$ cat src/rtl/neuron_layer_sequencer.sv
// Layer sequencer: holds one layer of weights/biases and time-multiplexes a single
// shared dot-product neuron across NUM_NEURONS evaluations, collecting results in z_out.
module neuron_layer_sequencer #(
  parameter int INPUT_WIDTH = 3,
  parameter int NUM_NEURONS = 4,
  parameter int DATA_W      = 16,
  parameter int TIMEOUT     = 64,
  localparam int NW = (NUM_NEURONS > 1) ? $clog2(NUM_NEURONS) : 1,
  localparam int IW = $clog2(INPUT_WIDTH + 1)
) (
  input  logic                                    clk,
  input  logic                                    rst,
  input  logic                                    wr_en,
  input  logic [NW-1:0]                           wr_neuron,
  input  logic [IW-1:0]                           wr_idx,
  input  logic signed [DATA_W-1:0]                wr_data,
  input  logic                                    start,
  input  logic [INPUT_WIDTH-1:0][DATA_W-1:0]      a_vec,
  output logic [INPUT_WIDTH-1:0][DATA_W-1:0]      n_a_in,
  output logic [INPUT_WIDTH-1:0][DATA_W-1:0]      n_w_in,
  output logic signed [DATA_W-1:0]                n_bias,
  output logic                                    n_valid_in,
  input  logic                                    n_valid_out,
  input  logic signed [DATA_W-1:0]                n_a_out,
  output logic                                    busy,
  output logic                                    done,
  output logic [NUM_NEURONS-1:0][DATA_W-1:0]      z_out,
  output logic                                    timeout_err
);

  localparam int CW = (TIMEOUT > 2) ? $clog2(TIMEOUT) : 1;

  localparam logic [2:0] S_IDLE  = 3'd0;
  localparam logic [2:0] S_ISSUE = 3'd1;
  localparam logic [2:0] S_WAIT  = 3'd2;
  localparam logic [2:0] S_STORE = 3'd3;
  localparam logic [2:0] S_DONE  = 3'd4;

  logic [2:0]               state;
  logic [NW-1:0]            k;
  logic [CW-1:0]            wait_cnt;
  logic signed [DATA_W-1:0] w_mem [NUM_NEURONS][INPUT_WIDTH];
  logic signed [DATA_W-1:0] b_mem [NUM_NEURONS];
  logic signed [DATA_W-1:0] act   [INPUT_WIDTH];
  logic                     wr_ok;

  assign busy       = (state != S_IDLE);
  assign done       = (state == S_DONE);
  assign n_valid_in = (state == S_ISSUE);
  assign wr_ok      = wr_en && !busy;

  // Operands come straight from registers that cannot change while busy,
  // so they stay stable from ISSUE through the end of WAIT.
  always_comb begin
    for (int i = 0; i < INPUT_WIDTH; i++) begin
      n_a_in[i] = act[i];
      n_w_in[i] = w_mem[k][i];
    end
    n_bias = b_mem[k];
  end

  // Full decode against every slot; out-of-range indices simply match nothing.
  always_ff @(posedge clk or posedge rst) begin
    if (rst) begin
      for (int n = 0; n < NUM_NEURONS; n++) begin
        b_mem[n] <= '0;
        for (int i = 0; i < INPUT_WIDTH; i++) w_mem[n][i] <= '0;
      end
    end else if (wr_ok) begin
      for (int n = 0; n < NUM_NEURONS; n++) begin
        if (int'(wr_neuron) == n) begin
          if (int'(wr_idx) == INPUT_WIDTH) b_mem[n] <= wr_data;
          for (int i = 0; i < INPUT_WIDTH; i++)
            if (int'(wr_idx) == i) w_mem[n][i] <= wr_data;
        end
      end
    end
  end

  always_ff @(posedge clk or posedge rst) begin
    if (rst) begin
      state       <= S_IDLE;
      k           <= '0;
      wait_cnt    <= '0;
      timeout_err <= 1'b0;
      z_out       <= '0;
      for (int i = 0; i < INPUT_WIDTH; i++) act[i] <= '0;
    end else begin
      case (state)
        S_IDLE: begin
          if (start) begin
            for (int i = 0; i < INPUT_WIDTH; i++) act[i] <= a_vec[i];
            z_out       <= '0;
            timeout_err <= 1'b0;
            k           <= '0;
            state       <= S_ISSUE;
          end
        end
        S_ISSUE: begin
          wait_cnt <= '0;
          state    <= S_WAIT;
        end
        S_WAIT: begin
          if (n_valid_out) begin
            z_out[k] <= n_a_out;
            state    <= S_STORE;
          end else if (wait_cnt == CW'(TIMEOUT - 1)) begin
            timeout_err <= 1'b1;
            state       <= S_STORE;
          end else begin
            wait_cnt <= wait_cnt + 1'b1;
          end
        end
        S_STORE: begin
          if (k == NW'(NUM_NEURONS - 1)) begin
            state <= S_DONE;
          end else begin
            k     <= k + 1'b1;
            state <= S_ISSUE;
          end
        end
        S_DONE:  state <= S_IDLE;
        default: state <= S_IDLE;
      endcase
    end
  end

endmodule

$ cat config.mk
export PLATFORM = sky130hd
export DESIGN_NAME = neuron_layer_sequencer
export DESIGN_NICKNAME = d
export VERILOG_FILES = /design/src/rtl/neuron_layer_sequencer.sv
export SDC_FILE = /design/constraint.sdc
export NUM_CORES = 1
export LEC_CHECK = 0
export CORE_ASPECT_RATIO = 2
export CORE_UTILIZATION = 30
export CTS_CLUSTER_SIZE = 14
export DETAILED_ROUTE_END_ITERATION = 8
export PLACE_DENSITY = 0.48
export RECOVER_POWER = 50
export SLEW_MARGIN = 5
export SYNTH_ARGS = -nofsm -noshare
export SYNTH_HDL_FRONTEND = slang
export SYNTH_SLANG_ARGS = --single-unit
$ cat constraint.sdc
create_clock -name clk -period 17.09 [get_ports clk]
set_input_delay 2.5635 -clock clk [delete_from_list [all_inputs] [get_ports clk]]
set_output_delay 2.5635 -clock clk [all_outputs]
set_load 0.05 [all_outputs]
==> results.toml, run 1 <==
[global_route]
grt_first_pass_wirelength_mm = 68.1
grt_pass1_vias = 10600
grt-ovfl-total = 0
antenna_found_initial = 0
grt_max_degree = 182
grt_usage_pct = 17.0

[finish]
drive_above_1_share_pct = 35.2
nets = 1327
fin_util_pct = 39.2
synthToLayoutAreaGrowth_pct = 28.7
diodes = 0
nFillCells = 4904

[cts]
root_buffer = "clkbuf_16"
clk_pin_slew_ps = 60
cts_tree = "built"
cts_hold_buffers = 0
cts_setup_buffers = 0
clock_path_buffers = 3
cts_buffers = 38
insertion_delay_ps = 540
cts_sinks = 380
htreeDepth = 2
cts-resized-gates = 0

[setup_path]
critPathSlowestCell = "clkinvlp_2"
crit_arrival_ps = 7990
critPathMaxFanout = 181
worstReg2RegEnd = "z_out[32]$_DFFE_PP0P_"
r2r_cells = 5
critPathCaptureType = "asynchronous set/reset pin"
rrSetupSlack_ps = 12690
critPathKind = "primary input to asynchronous set/reset pin"
max_stage_delay_ps = 3220
critPathLaunchType = "primary input"
crit_chain = "dlygate4sd3_1 -> clkinvlp_2 -> buf_12 -> buf_4"
startpoint = "rst"
worstPathRequired_ps = 17630
timing.rr.start = "k[0]$_DFFE_PP0P_"
crit_end = "n_a_in[45]$_DFFE_PP0P_"

[routing]
via_count = 9582
ant_nets = 0
detail_route.iter0.violations = 501
wl_per_cell_um = 23.1
drc = 0
vias_per_cell = 5.00
drtPass1Iterations = 4
drt-total-wl_mm = 44.3

[synth]
synth-edff-count = 0
ys_seq_area_share_pct = 60.0
syn_area_per_cell_um2 = 16.2
syn-cell-area_mm2 = 0.0158
postSynthCellCount = 979
ys_warn_count = 0
ys_ff_latch = 380
synth_fp_nets = 1073
ys_dominant_reg_cell = "dfrtp_1"
synthArstFlopShare_pct = 100
yosysUniqueCellTypes = 41

[sta]
finalClockSkew_ps = 12.9
fmax_mhz = 134
setup_tns_ps = 0
final_max_slew_viol_count = 264
hold_viol = 0
fin_crit_ps = 7460
relSlewSlack_pct = -292
finalCritPeriodShare_pct = 43.6
tightest_slew_ps = 5890
rsz0062_at_grt = "false"
setup_violations = 0

[power]
ir_drop_v = 0.000114
p_leak_uw = 0.00919
report.power.total_uw = 4410
cellInternalPower_uw = 2610
p_sw_share_pct = 40.7
p_switching_uw = 1790
seqPwrFrac_pct = 34.2
power_density_mw_per_mm2 = 216
power_frac_clock_pct = 19.3
power_frac_comb_pct = 46.5

[min_path]
hp-class = "register to register"
worstHoldStart = "wait_cnt[4]$_DFFE_PP0P_"

[floorplan]
die_h_um = 327
io_pins = 269
design.core.area_mm2 = 0.0520
die_w_um = 164
start_util_pct = 30.5
rows = 118
die_area_mm2 = 0.0538

[status]
status = "complete, but fails checks"
violations = "capacitance limit, slew limit"

[placed_design]
hpwl_mm = 29.3
io_buffers = 268
gp_congestion = 0.738

[flow_run]
max_cap_viol_count = 6
## cells by family after synthesis
logic type	count (synthesis)	share of synthesized area, %
flip-flops	380	60.0
multiplexers	369	30.8
AO/OA/AOI/OAI	82	4.30
AND/OR/NAND/NOR	67	2.46
adder cells (fa/ha/maj)	5	0.395
buffers and inverters	76	2.04
## per-layer routing
metal / part of all wire, % / GRT usage [%] / wire, µm
met5: 0 / 0 / 0
met1: 37 / 19.0 / 16200
met4: 2.9 / 5.70 / 1290
met2: 56 / 31.9 / 24600
met3: 4.8 / 3.03 / 2140
## power groups by stage
stage	combinational [µW]	clock (µW)	sequential (µW)
floorplan	1100	0	1820
global placement	2100	0	1530
detailed placement	2120	0	1530
CTS	2120	887	1520
global route	2150	917	1560
finish	2050	852	1510
## sequential cells by signal (all words and copies together), names as in the netlist
register / flops
w_mem: 192
state: 3
timeout_err: 1
b_mem: 64
n_a_in: 48
wait_cnt: 6
k: 2
z_out: 64
## cell usage in the layout, fill, tap and decap left out, drive strengths merged, types with 5 or more instances in the layout
master / n
clkbuf: 63
mux4: 64
nand3: 7
nor2: 16
inv: 8
dlygate4sd3: 110
buf: 6
o21ai: 8
dfrtp: 380
nand2: 20
ha: 5
mux2: 305
clkdlybuf4s50: 158
nor3: 5
a22o: 65
## worst max-delay path: cells and delay by family
| kind | cells | cell delay [ps] |
|---|---|---|
| buf+inv | 4 | 5310 |
## synthesized netlist by cell type, types with 2 or more instances
master      n  area (µm²)
ha_1        5        62.6
buf_2       9        45.0
mux2_2    305        3430
dfrtp_1   380        9510
nor3_2      3        30.0
o21ai_1     4        20.0
nor2b_1     4        25.0
inv_1       9        33.8
nor2_1     15        56.3
a31oi_1     2        12.5
nor3b_1     2        15.0
mux4_2     64        1440
a22o_1     65         569
nand2_2     3        18.8
clkbuf_1   42         158
a41oi_1     2        17.5
nand2_1    17        63.8
buf_4       5        37.5
and3_1      4        25.0
nand3_1     6        30.0
buf_1      10        37.5
o21ai_0     4        20.0
## through the flow
step | instance area (µm²) | worst slack, ps | cells | hold WS (ps)
global route | 20400 | 8520 | 1917 | 506
global placement | 19200 | 11320 | 1853 | 457
floorplan | 15800 | 3970 | 979 | 441
CTS | 20400 | 10720 | 1917 | 495
finish | 20400 | 9630 | 1917 | 492
detailed placement | 19200 | 11330 | 1853 | 480
## final cells by class
class / count / area, µm² / share of cell area [%]
clock buffers: 56 / 1120 / 5.51
clock inverters: 8 / 118 / 0.577
inverters: 9 / 35.0 / 0.172
multi-input cells: 523 / 6000 / 29.4
flip-flops and latches: 380 / 9510 / 46.7
well taps: 660 / 826 / 4.05
repair buffers: 281 / 2770 / 13.6
## worst min path at each step
| stage | endpoint | slack, ps | depth (start not counted) |
|---|---|---|---|
| after detailed placement | wait_cnt[4]$_DFFE_PP0P_ | 480 | 1 |
| after global routing | z_out[30]$_DFFE_PP0P_ | 510 | 1 |
| final | wait_cnt[4]$_DFFE_PP0P_ | 490 | 1 |
| after floorplan | wait_cnt[4]$_DFFE_PP0P_ | 440 | 1 |
| after CTS | wait_cnt[4]$_DFFE_PP0P_ | 500 | 1 |
| after global placement | wait_cnt[4]$_DFFE_PP0P_ | 460 | 1 |
Power figures use the tool's default switching activity.
==> inputs of run 2 (changes only) <==
==> constraint.sdc (replaced) <==
create_clock -name clk -period 6.9 [get_ports clk]
set_input_delay 1.035 -clock clk [delete_from_list [all_inputs] [get_ports clk]]
set_output_delay 1.035 -clock clk [all_outputs]
set_load 0.05 [all_outputs]
==> results.toml, run 2 (synthesis gave the netlist of run 1 again) <==
[routing]
drtPass1Iterations = 4
drc = 0
drt-total-wl_mm = 46.3
vias_per_cell = 4.99
via_count = 9563
wl_per_cell_um = 24.2
detail_route.iter0.violations = 372
ant_nets = 0

[cts]
cts_hold_buffers = 0
insertion_delay_ps = 550
clk_pin_slew_ps = 60
cts_setup_buffers = 0
cts-resized-gates = 0
clock_path_buffers = 3
cts_buffers = 39
htreeDepth = 2
cts_sinks = 380
cts_tree = "built"
root_buffer = "clkbuf_16"

[power]
power_density_mw_per_mm2 = 541
ir_drop_v = 0.000333
p_leak_uw = 0.00902
report.power.total_uw = 11000

[setup_path]
crit_chain = "buf_4 -> mux4_2 -> clkdlybuf4s50_1"
max_stage_delay_ps = 970
critPathKind = "register to output port"
critPathCaptureType = "output port"
timing.rr.start = "state[1]$_DFFE_PP0P_"
critPathLaunchType = "register"
critPathMaxFanout = 37
worstPathRequired_ps = 5860
crit_arrival_ps = 3720
critPathSlowestCell = "dfrtp_4"
startpoint = "k[0]$_DFFE_PP0P_"
critPathBufInv = 2
cp_top_family = "buffers and inverters"

[floorplan]
design.core.area_mm2 = 0.0520
die_area_mm2 = 0.0538
start_util_pct = 30.5
io_pins = 269
die_h_um = 327
die_w_um = 164
rows = 118

[min_path]
hp-class = "register to register"
worstHoldStart = "wait_cnt[4]$_DFFE_PP0P_"

[finish]
layout_commonest_cell = "dfrtp_1"
top_regs = "w_mem x192, b_mem x64, z_out x64"
nets = 1325
stdcell_area_mm2 = 0.0204
diodes = 0
fin_cells = 1916
drive_above_1_share_pct = 36.1
layout_common_cells = "378 x dfrtp_1, 305 x mux2_2, 249 x clkdlybuf4s50_1, 65 x a22o_1, 64 x mux4_2"
largest_register_ffs = 192
fin_util_pct = 39.3
synthToLayoutAreaGrowth_pct = 28.9
regMostFlops = "w_mem"
nFillCells = 4924

[sta]
tightest_slew_ps = 3410
setup_violations = 0
hold_viol = 0
relSlewSlack_pct = -127
finalClockSkew_ps = 17.1
rsz0062_at_grt = "false"
fmax_mhz = 210
finalCritPeriodShare_pct = 68.9
final_max_slew_viol_count = 218
setup_tns_ps = 0
fin_crit_ps = 4760

[placed_design]
dpl.cell_count = 1850
hpwl_mm = 31.0
dpl-instance-area_mm2 = 0.0192
io_buffers = 268
gp_congestion = 0.762

[global_route]
grt_pass1_vias = 10700
met2_usage_pct = 33.6
busiest_layer = "met2"
grt-ovfl-total = 0
use_met3_pct = 3.57
grt_usage_pct = 17.8
grtUsageMet1_pct = 19.3
grt_max_degree = 178
grt_first_pass_wirelength_mm = 70.0
antenna_found_initial = 0

[flow_run]
max_cap_viol_count = 5

[status]
status = "complete, but fails checks"
violations = "capacitance limit, slew limit"
run 2: cell types whose count changed in the layout (fill, tap and decap cells not counted), sizes merged:
| cell | delta |
|---|---|
| clkbuf | +2 |
| clkinvlp | -1 |
| clkdlybuf4s50 | +91 |
| clkinv | -2 |
| bufinv | -2 |
| dlygate4sd3 | -91 |
| inv | +2 |
run 2: area by class of cell:
class / count / area (µm²) / area share [%]
Timing Repair Buffer: 278 / 2760 / 13.5
Tap cell: 660 / 826 / 4.04
Clock inverter: 5 / 57.6 / 0.282
Multi-Input combinational cell: 523 / 6040 / 29.6
Sequential cell: 380 / 9520 / 46.6
Clock buffer: 61 / 1190 / 5.83
Inverter: 9 / 35.0 / 0.172
run 2: path summary, 6_finish.rpt:
path	to	slack (ps)	depth (start not counted)
max	n_w_in[43]	2140	3
min	wait_cnt[4]$_DFFE_PP0P_	480	1
max reg2reg	k[0]$_DFFE_PP0P_	3100	6
min reg2reg	wait_cnt[4]$_DFFE_PP0P_	480	1
max in group asynchronous	w_mem[113]$_DFFE_PP0P_	2370	4
min in group asynchronous	w_mem[89]$_DFFE_PP0P_	1890	3
run 2: per-stage QoR:
step	setup slack [ps]	hold WS, ps
after floorplan	759	441
after global placement	2620	465
after detailed placement	2600	471
after CTS	1990	481
after global routing	1590	504
final	2140	479
run 2: metal layers:
layer / up-vias / wire (µm)
li1: 4136 / -
met1: 5094 / 16700
met2: 266 / 25800
met3: 67 / 2400
met4: 0 / 1380
met5: - / 0
run 2: power breakdown:
part / switching (µW) / internal (µW)
clock network: 896 / 1220
logic: 2990 / 2130
registers: 623 / 3190
total: 4510 / 6540
run 2: worst reg2reg max path: stages (launching register included):
cell      delay (ps)
dfrtp_1          480
nor3_1           330
inv_1            160
nor2_4            90
clkbuf_1        2020
nor2_1           220
mux2_2           380
